### src/rtl/pulse_gen_pkg.sv
// Shared types, constants and bus-slicing helper for the multi-channel pulse generator.
package pulse_gen_pkg;

    typedef enum logic {
        ST_IDLE = 1'b0,
        ST_RUN  = 1'b1
    } ch_state_t;

    // Guard bits added to counter width for the active-window compare.
    localparam int unsigned CMP_GUARD_W = 1;

    // Widest packed per-channel bus and widest single field the helper handles.
    localparam int unsigned MAX_BUS_W   = 1024;
    localparam int unsigned MAX_FIELD_W = 32;

    // Extract field idx (each w bits wide) from a packed per-channel bus.
    function automatic logic [MAX_FIELD_W-1:0] ch_field(input logic [MAX_BUS_W-1:0] bus,
                                                        input int unsigned       idx,
                                                        input int unsigned       w);
        return MAX_FIELD_W'(bus >> (idx * w));
    endfunction

endpackage

### src/rtl/ch_pulse_core.sv
// One pulse channel: IDLE/RUN FSM, tick counter, shadow/active config and registered output.
module ch_pulse_core
    import pulse_gen_pkg::*;
#(
    parameter int unsigned CNT_W = 16
) (
    input  logic             clk,
    input  logic             rstn,
    input  logic             tick,
    input  logic [CNT_W-1:0] cfg_period,
    input  logic [CNT_W-1:0] cfg_delay,
    input  logic [CNT_W-1:0] cfg_width,
    input  logic             cfg_pol,
    input  logic             cfg_oneshot,
    input  logic             cfg_load,
    input  logic             ch_en,
    input  logic             trig,
    output logic             ch_out,
    output logic             ch_busy,
    output logic             ch_wrap
);

    localparam int unsigned CMP_W = CNT_W + CMP_GUARD_W;

    typedef struct packed {
        logic [CNT_W-1:0] period;
        logic [CNT_W-1:0] delay;
        logic [CNT_W-1:0] width;
        logic             pol;
        logic             oneshot;
    } cfg_t;

    cfg_t             act_q;
    cfg_t             pend_q;
    logic             pend_v_q;
    cfg_t             cfg_in;
    cfg_t             cfg_nxt;
    ch_state_t        state_q;
    ch_state_t        state_d;
    logic [CNT_W-1:0] cnt_q;
    logic             en_q;
    logic             out_q;
    logic             wrap_q;
    logic             raw;
    logic             last_tick;
    logic             start;
    logic             wrap_go;
    logic             apply;
    logic [CMP_W-1:0] cnt_x;
    logic [CMP_W-1:0] dly_x;
    logic [CMP_W-1:0] wid_x;

    // Config selection and active-window evaluation for the current count.
    always_comb begin
        cfg_in.period  = cfg_period;
        cfg_in.delay   = cfg_delay;
        cfg_in.width   = cfg_width;
        cfg_in.pol     = cfg_pol;
        cfg_in.oneshot = cfg_oneshot;
        // A load in the same cycle as a period start wins over older pending values.
        cfg_nxt = cfg_load ? cfg_in : (pend_v_q ? pend_q : act_q);

        cnt_x = CMP_W'(cnt_q);
        dly_x = CMP_W'(act_q.delay);
        wid_x = CMP_W'(act_q.width);
        raw   = (cnt_x >= dly_x) && ((cnt_x - dly_x) < wid_x);

        last_tick = tick && (cnt_q == (act_q.period - CNT_W'(1)));
    end

    // Next-state logic: start conditions, wrap handling and config application points.
    always_comb begin
        state_d = state_q;
        start   = 1'b0;
        wrap_go = 1'b0;
        apply   = 1'b0;
        unique case (state_q)
            ST_IDLE: begin
                apply = 1'b1;
                if (ch_en && (cfg_nxt.period != '0) &&
                    (cfg_nxt.oneshot ? trig : !en_q)) begin
                    state_d = ST_RUN;
                    start   = 1'b1;
                end
            end
            ST_RUN: begin
                if (!ch_en) begin
                    state_d = ST_IDLE;
                end else if (last_tick) begin
                    if (act_q.oneshot) begin
                        state_d = ST_IDLE;
                    end else begin
                        apply = 1'b1;
                        if (cfg_nxt.period == '0) begin
                            state_d = ST_IDLE;
                        end else begin
                            wrap_go = 1'b1;
                        end
                    end
                end
            end
            default: state_d = ST_IDLE;
        endcase
    end

    // State, counter, config registers and registered outputs.
    always_ff @(posedge clk or negedge rstn) begin
        if (!rstn) begin
            state_q  <= ST_IDLE;
            cnt_q    <= '0;
            en_q     <= 1'b0;
            act_q    <= '0;
            pend_q   <= '0;
            pend_v_q <= 1'b0;
            out_q    <= 1'b0;
            wrap_q   <= 1'b0;
        end else begin
            state_q <= state_d;
            en_q    <= ch_en;
            wrap_q  <= start || wrap_go;

            if (apply) begin
                act_q    <= cfg_nxt;
                pend_v_q <= 1'b0;
            end else if (cfg_load) begin
                pend_q   <= cfg_in;
                pend_v_q <= 1'b1;
            end

            if ((state_d == ST_IDLE) || start) begin
                cnt_q <= '0;
            end else if (tick) begin
                cnt_q <= last_tick ? '0 : cnt_q + CNT_W'(1);
            end

            // The last one-shot tick still drives its evaluated level before going inactive.
            if ((state_q == ST_RUN) && ch_en && tick) begin
                out_q <= raw ^ act_q.pol;
            end else if (state_q == ST_IDLE) begin
                out_q <= cfg_nxt.pol;
            end else if (!ch_en) begin
                out_q <= act_q.pol;
            end
        end
    end

    assign ch_out  = out_q;
    assign ch_busy = (state_q == ST_RUN);
    assign ch_wrap = wrap_q;

endmodule

### src/rtl/multi_ch_pulse_gen.sv
// N-channel pulse generator: shared tick prescaler feeding one ch_pulse_core per channel.
module multi_ch_pulse_gen
    import pulse_gen_pkg::*;
#(
    parameter int unsigned NUM_CH  = 4,
    parameter int unsigned CNT_W   = 16,
    parameter int unsigned PRESC_W = 16
) (
    input  logic                    clk,
    input  logic                    rstn,
    input  logic [PRESC_W-1:0]      presc_div,
    input  logic [NUM_CH*CNT_W-1:0] cfg_period,
    input  logic [NUM_CH*CNT_W-1:0] cfg_delay,
    input  logic [NUM_CH*CNT_W-1:0] cfg_width,
    input  logic [NUM_CH-1:0]       cfg_pol,
    input  logic [NUM_CH-1:0]       cfg_oneshot,
    input  logic [NUM_CH-1:0]       cfg_load,
    input  logic [NUM_CH-1:0]       ch_en,
    input  logic [NUM_CH-1:0]       trig,
    output logic [NUM_CH-1:0]       ch_out,
    output logic [NUM_CH-1:0]       ch_busy,
    output logic [NUM_CH-1:0]       ch_wrap
);

    logic [PRESC_W-1:0] pcnt;
    logic               tick;

    // A shrinking divider must not strand pcnt above it, hence >= rather than ==.
    assign tick = (pcnt >= presc_div);

    // Shared prescaler counter.
    always_ff @(posedge clk or negedge rstn) begin
        if (!rstn) begin
            pcnt <= '0;
        end else begin
            pcnt <= tick ? '0 : pcnt + PRESC_W'(1);
        end
    end

    for (genvar i = 0; i < NUM_CH; i++) begin : g_ch
        ch_pulse_core #(
            .CNT_W(CNT_W)
        ) u_core (
            .clk        (clk),
            .rstn       (rstn),
            .tick       (tick),
            .cfg_period (CNT_W'(ch_field(MAX_BUS_W'(cfg_period), i, CNT_W))),
            .cfg_delay  (CNT_W'(ch_field(MAX_BUS_W'(cfg_delay),  i, CNT_W))),
            .cfg_width  (CNT_W'(ch_field(MAX_BUS_W'(cfg_width),  i, CNT_W))),
            .cfg_pol    (cfg_pol[i]),
            .cfg_oneshot(cfg_oneshot[i]),
            .cfg_load   (cfg_load[i]),
            .ch_en      (ch_en[i]),
            .trig       (trig[i]),
            .ch_out     (ch_out[i]),
            .ch_busy    (ch_busy[i]),
            .ch_wrap    (ch_wrap[i])
        );
    end

endmodule

### config.mk
export PLATFORM = sky130hd
export DESIGN_NAME = multi_ch_pulse_gen
export DESIGN_NICKNAME = d
export VERILOG_FILES = /design/src/rtl/pulse_gen_pkg.sv /design/src/rtl/ch_pulse_core.sv /design/src/rtl/multi_ch_pulse_gen.sv
export SDC_FILE = /design/constraint.sdc
export NUM_CORES = 1
export LEC_CHECK = 0
export ABC_AREA = 1
export CAP_MARGIN = 40
export CORE_UTILIZATION = 55
export CTS_BUF_LIST = sky130_fd_sc_hd__clkbuf_16
export DETAILED_ROUTE_END_ITERATION = 8
export GPL_TIMING_DRIVEN = 0
export MAX_ROUTING_LAYER = met4
export PLACE_DENSITY_LB_ADDON = 0.2
export SLEW_MARGIN = 5
export SYNTH_ARGS = -nofsm -noshare
export SYNTH_HDL_FRONTEND = slang
export SYNTH_SLANG_ARGS = --single-unit
### constraint.sdc
create_clock -name clk -period 6.6 [get_ports clk]
set_input_delay 0.99 -clock clk [delete_from_list [all_inputs] [get_ports clk]]
set_output_delay 0.99 -clock clk [all_outputs]
set_load 0.05 [all_outputs]
After elaboration in Yosys (flattened, before gate mapping)
Index checks and enable logic that the tools add are counted.
{"block": "totals", "latch_bits": 0, "n_memories": 0, "romBits": 0, "word_cells": 276, "ramBits": 0, "ff_bits": 500}
{"block": "classes", "eq_ne": 8, "add_sub_neg": 13, "mul": 0, "n_reduce_logical": 64, "n_lt_le_gt_ge": 9, "div_mod_pow": 0, "n_shift": 0, "n_bitwise": 16, "mux": 101}
{"cell": "2-to-1 mux 50 bit", "n": 8}
{"cell": "2-to-1 mux 16 bit", "n": 13}
{"cell": "adder 16 x 1 -> 16 bit, second input constant", "n": 5}
{"cell": "greater-or-equal comparator 16 bit", "n": 5}
{"cell": "2-to-1 mux 1 bit", "n": 72}
{"cell": "< comparator 17 x 16 -> 1 bit", "n": 4}
{"cell": "subtractor 16 x 16 -> 17 bit", "n": 4}
{"cell": "== test 16 bit", "n": 4}
{"cell": "zero test 16 bit", "n": 4}
{"cell": "nonzero test 16 bit", "n": 4}
{"cell": "subtractor 16 x 1 -> 16 bit, second input constant", "n": 4}
{"cell": "logical AND 1 bit", "n": 24}
{"cell": "nonzero test 2 bit", "n": 12}
{"cell": "one-hot mux 1 bit (2 select lines)", "n": 8}
{"cell": "AND reduction 2 bit", "n": 8}
{"cell": "!= test 3 bit, second input constant", "n": 4}
{"cell": "NOT 1 bit", "n": 12}
{"cell": "logical OR 1 bit", "n": 8}
{"cell": "zero test 1 bit", "n": 4}
{"cell": "bitwise XOR 1 bit", "n": 4}

Logic depth before layout (Yosys ltp)
{"block": "depth", "word_depth": 11, "depth_mapped": 23, "mapped_depth_nobuf": 23}

Modules after synthesis
A second synthesis with hierarchy kept.
{"block": "unflattened", "hier_cells": 4304, "area_unflattened_um2": 31950.6}
{"mod": "ch_pulse_core at g_ch[2].u_core", "seq_area_each_um2": 3027.9, "n_inst": 1, "cells_each": 1049, "area_each_um2": 7749.9}
{"mod": "ch_pulse_core at g_ch[0].u_core", "seq_area_each_um2": 3027.9, "n_inst": 1, "cells_each": 1038, "area_each_um2": 7688.6}
{"mod": "ch_pulse_core at g_ch[1].u_core", "seq_area_each_um2": 3027.9, "n_inst": 1, "cells_each": 1040, "area_each_um2": 7679.9}
{"mod": "ch_pulse_core at g_ch[3].u_core", "seq_area_each_um2": 3027.9, "n_inst": 1, "cells_each": 1006, "area_each_um2": 7566.0}
{"mod": "multi_ch_pulse_gen", "seq_area_each_um2": 400.4, "n_inst": 1, "cells_each": 171, "area_each_um2": 1266.2}

Least setup slack after synthesis
Ideal clock, no wire load.
{"block": "synth_path", "kind": "register to register", "startpoint": "register g_ch[3].u_core.cnt_q[0]", "endpoint": "register g_ch[3].u_core.out_q", "path_buffers": 0, "stages_incl_launch_ff": 22, "required_ns": 6.483, "arrival_ns": 3.018, "setup_time_ns": 0.117, "slack_ns": 3.465, "path_cell_list": "dfrtp_1 -> inv_1 -> ha_1 -> fa_1 -> o31ai_1 -> nand2_1 -> nand3_1 -> nand2_1 -> nand2_1 -> a21boi_0 -> xnor2_1 -> ha_1 -> nand2_1 -> nor2_1 -> a211oi_1 -> nand2_1 -> nand2_1 -> nand2_1 -> nand2_1 -> nand4_1 -> nand3_1 -> nand2_1"}
{"block": "synth_between", "elab_chain_len": 5, "word_cells_on_any_way": 6}
{"item": "from (decl)", "line": "ch_pulse_core.sv:40", "source": "logic [CNT_W-1:0] cnt_q;"}
{"item": "from (signal assigned)", "line": "ch_pulse_core.sv:133", "source": "cnt_q <= last_tick ? '0 : cnt_q + CNT_W'(1);"}
{"item": "subtractor 16 x 16 -> 17 bit", "line": "ch_pulse_core.sv:66", "source": "raw = (cnt_x >= dly_x) && ((cnt_x - dly_x) < wid_x);"}
{"item": "< comparator 17 x 16 -> 1 bit", "line": "ch_pulse_core.sv:66"}
{"item": "logical AND 1 bit *", "line": "ch_pulse_core.sv:66"}
{"item": "bitwise XOR 1 bit *", "line": "ch_pulse_core.sv:138", "source": "out_q <= raw ^ act_q.pol;"}
{"item": "2-to-1 mux 1 bit *", "line": "ch_pulse_core.sv:137", "source": "if ((state_q == ST_RUN) && ch_en && tick) begin"}
{"item": "to (signal assigned)", "line": "ch_pulse_core.sv:138"}
{"item": "to (signal assigned)", "line": "ch_pulse_core.sv:140", "source": "out_q <= cfg_nxt.pol;"}
{"item": "to (signal assigned)", "line": "ch_pulse_core.sv:142", "source": "out_q <= act_q.pol;"}
{"item": "to (decl)", "line": "ch_pulse_core.sv:42", "source": "logic out_q;"}
Mark *: on every way between the ends. The rest lies on a longest branch, timed or not.
A chain may end at the register's enable or synchronous reset.

Final worst setup path
{"block": "layout_path", "startpoint": "input presc_div[9]", "endpoint": "register pcnt[4]"}
{"block": "layout_between", "elab_chain_len": 2}
{"item": "from (decl)", "line": "multi_ch_pulse_gen.sv:11", "source": "input logic [PRESC_W-1:0] presc_div,"}
{"item": "greater-or-equal comparator 16 bit", "line": "multi_ch_pulse_gen.sv:29", "source": "assign tick = (pcnt >= presc_div);"}
{"item": "2-to-1 mux 16 bit", "line": "multi_ch_pulse_gen.sv:36", "source": "pcnt <= tick ? '0 : pcnt + PRESC_W'(1);"}
{"item": "to (signal assigned)", "line": "multi_ch_pulse_gen.sv:36"}
{"item": "to (decl)", "line": "multi_ch_pulse_gen.sv:25", "source": "logic [PRESC_W-1:0] pcnt;"}
Every way passes these cells.

==> impl_results.md <==
- Starting DRT DRC Count: 2,512
- Reg-to-reg endpoint: g_ch[1].u_core.ch_out
- Unrepaired setup endpoints after global routing: false
- # setup viols final: 0
- Most frequent CP cell: nor2_1
- Largest net degree at the start of global routing: 115
- GR Layer Usage met3: 4.40%
- Avg WL per Cell: 16.6 um
- Max stage delay on crit path: 0.63 ns
- Pins Over Slew Limit: 0
- Met1 Resource Use GR: 42.4%
- Final ANT Viol Nets: 0
- Maxcap violations: 0
- Fillers: 4,966
- Area Growth Syn to Fin: 17.2%
- Core area: 56,700 um2
- Hold_buf cts: 0
- Number of global-route vias before repair: 28,300
- CP delay by family, top: buffers and inverters
- Reg2Reg Depth: 22
- Maximum clock rate: 0.248 GHz
- Critical path peak fanout: 10
- Share of the synthesized area in the top cell type: 39.4%
- Gp weighted congestion: 0.933
- Req. time, crit path: 7.14 ns
- FFs w/ async S/R, synth: 100%
- Mapped Cells: 4,273
- Netlist cell types: 49
- Prevailing post-synth register cell: dfrtp_1
- Slew Limit Headroom: 42.9%
- DP Area: 35,300 um2
- Setup CP Type: in2reg
- Initial Utilization: 56.0%
- Critical-path cell list: clkdlybuf4s50_1, inv_1, ha_1, a21oi_1, nor2_1, nor2_1, nor2_1, nor2_1, nand3_1, buf_6, inv_1, clkbuf_1, o21ai_0, a21oi_1
- Hold Path Class: in2async
- Status: finished clean
- Synthesized area per cell: 7.44 um2
- Vias/cell: 5.54
- Clock buffer depth: 3
- Die area: 58,700 um2
- Vias: 29,900
- Post-Route WL: 89,600 um
- CTS H-tree depth: 2
- Total GRT Usage: 31.4%
- Leak: 18.7 nW
- Seq/Total Area, Yosys: 39.4%
- # IOs: 242
- Fin crit share: 61.0%
- Worst slew pin tran: 0.856 ns
- # DRC: 0
- Total stage count of the critical path: 14
- TritonCTS clock tree: yes
- Setup Buffers After CTS: 0
- Die width: 242 um
- GRT busiest layer: met2
- Synth top area cells: dfrtp_1, nand2_1, ha_1, inv_1, nand4_1
- Global route total overflow: 0
- Post-detail-place hpwl: 67,600 um
- Top-count cell post-synth: nand2_1
- FF+latch count, synth: 500
- Cts bufs inserted: 56
- EDFF count, synth: 0
- Post-CTS Resized: 0
- Chip height: 242 um
- Met2 Use GR: 47.6%
- Final clock skew: 0.0220 ns
- Fin. Hold Viols: 0
- Global-route wire length before repair: 146,000 um
- Syn. warnings: 0
- Clock sink count: 500
- Worst EP arrival: 4.57 ns
- Critical path launch point type: input port
- Synth cell count leaders: nand2_1, dfrtp_1, inv_1
- FP Rows: 87
- CP Buf/Inv Count: 5
- CTS root buffer: clkbuf_16
- 1st-pass router iterations: 7
- Layout Nets: 4,960
- Crit. End Element: flop
- Share of layout cells above drive strength 1: 4.81%
- Port bufs: 241
- Worst reg2reg startpoint: g_ch[1].u_core.cnt_q[0]
- Power Density: 416 nW/um2
- Non-Filler Cell Area, Final: 37,200 um2
- Synth Cell Area: 31,800 um2
- Fin crit period: 4.03 ns
- Power, Total: 15.5 mW
- Crit-path slowest cell: clkbuf_1
- Area leader, netlist: dfrtp_1
- Worst IR Drop VDD: 0.341 mV
- Flop-to-flop setup slack: 2.89 ns
- Clock slew at reported path FFs: 0.06 ns
- Syn_nets: 4,656
- Antenna violations before repair: 14
- Clk_lat worst skew: 0.63 ns
-- worst reg2reg max path, delay by kind of cell (launching register included) --
family,cells,cell delay (ns)
compound gates,3,0.55
xor+xnor,1,0.23
fa+ha+maj,3,0.96
buf+inv,2,0.18
flops,1,0.43
simple gates,13,1.25
-- cell type report --
cell class	count	area [um2]	share of cell area, %
flip-flops and latches	500	12500	33.6
diodes	14	35.0	0.0941
multi-input cells	3114	16600	44.6
clock buffers	56	1400	3.76
plain buffers	218	1020	2.73
inverters	441	1660	4.44
repair buffers	246	2540	6.82
well taps	756	946	2.54
clock inverters	44	546	1.46
-- registers in the layout, summed over array words and instances, names as in the netlist, 16 cells and up --
| name | count |
|---|---|
| g_ch.u_core.pend_q | 200 |
| g_ch.u_core.cnt_q | 64 |
| g_ch.u_core.act_q | 200 |
| pcnt | 16 |
-- where the power goes --
group	total [mW]	switching, mW	internal (mW)
combinational	7.08	4.46	2.62
sequential	5.06	0.812	4.24
clock	3.36	1.35	2.01
-- routing by layer --
metal,up-vias,share of wire (%)
li1,14700,-
met1,14000,45
met2,971,45
met3,189,6.5
met4,0,3.8
met5,-,0
-- cells by family (layout without fill, tap and decap cells) --
group,Yosys count,after routing,synth area share (%)
adders and majority gates,153,153,6.12
other,0,14,0
DFF,500,500,39.4
and+or+nand+nor,2236,2236,30.4
buffers and inverters,659,1005,8.41
AOI/OAI and AO/OA,554,554,10.9
xor gates and xnor gates,171,171,4.71
-- worst max-delay path by stage --
stage	startpoint	end	slack (ns)
final	presc_div[9]	pcnt[4]	2.57
after CTS	presc_div[9]	pcnt[4]	2.62
after detailed placement	presc_div[9]	pcnt[4]	1.97
after global placement	rstn	g_ch[3].u_core.pend_q[4]	-17.87
after global routing	presc_div[9]	pcnt[4]	2.31
after floorplan	g_ch[3].u_core.cnt_q[0]	g_ch[3].u_core.ch_out	3.46
-- stage by stage --
step	util (%)	hold slack, ns	instances	worst slack, ns	TNS, ns
floorplan	-	0.442	4273	3.46	0
global placement	61.9	0.454	5270	-17.87	-8903.27
detailed placement	62.2	0.458	5275	1.97	0
CTS	65.6	0.457	5375	2.62	0
global route	65.7	0.486	5389	2.31	0
finish	65.7	0.429	5389	2.57	0
-- cell usage in the layout, fill, tap and decap left out, types with 134 or more instances in the layout --
cell             instances
nand3_1                296
nand4_1                238
inv_1                  435
ha_1                   149
a21oi_1                134
o21ai_0                193
dfrtp_1                500
nand2_1               1378
clkdlybuf4s50_1        240
nor2_1                 221
(Power assumes the default switching activity.)
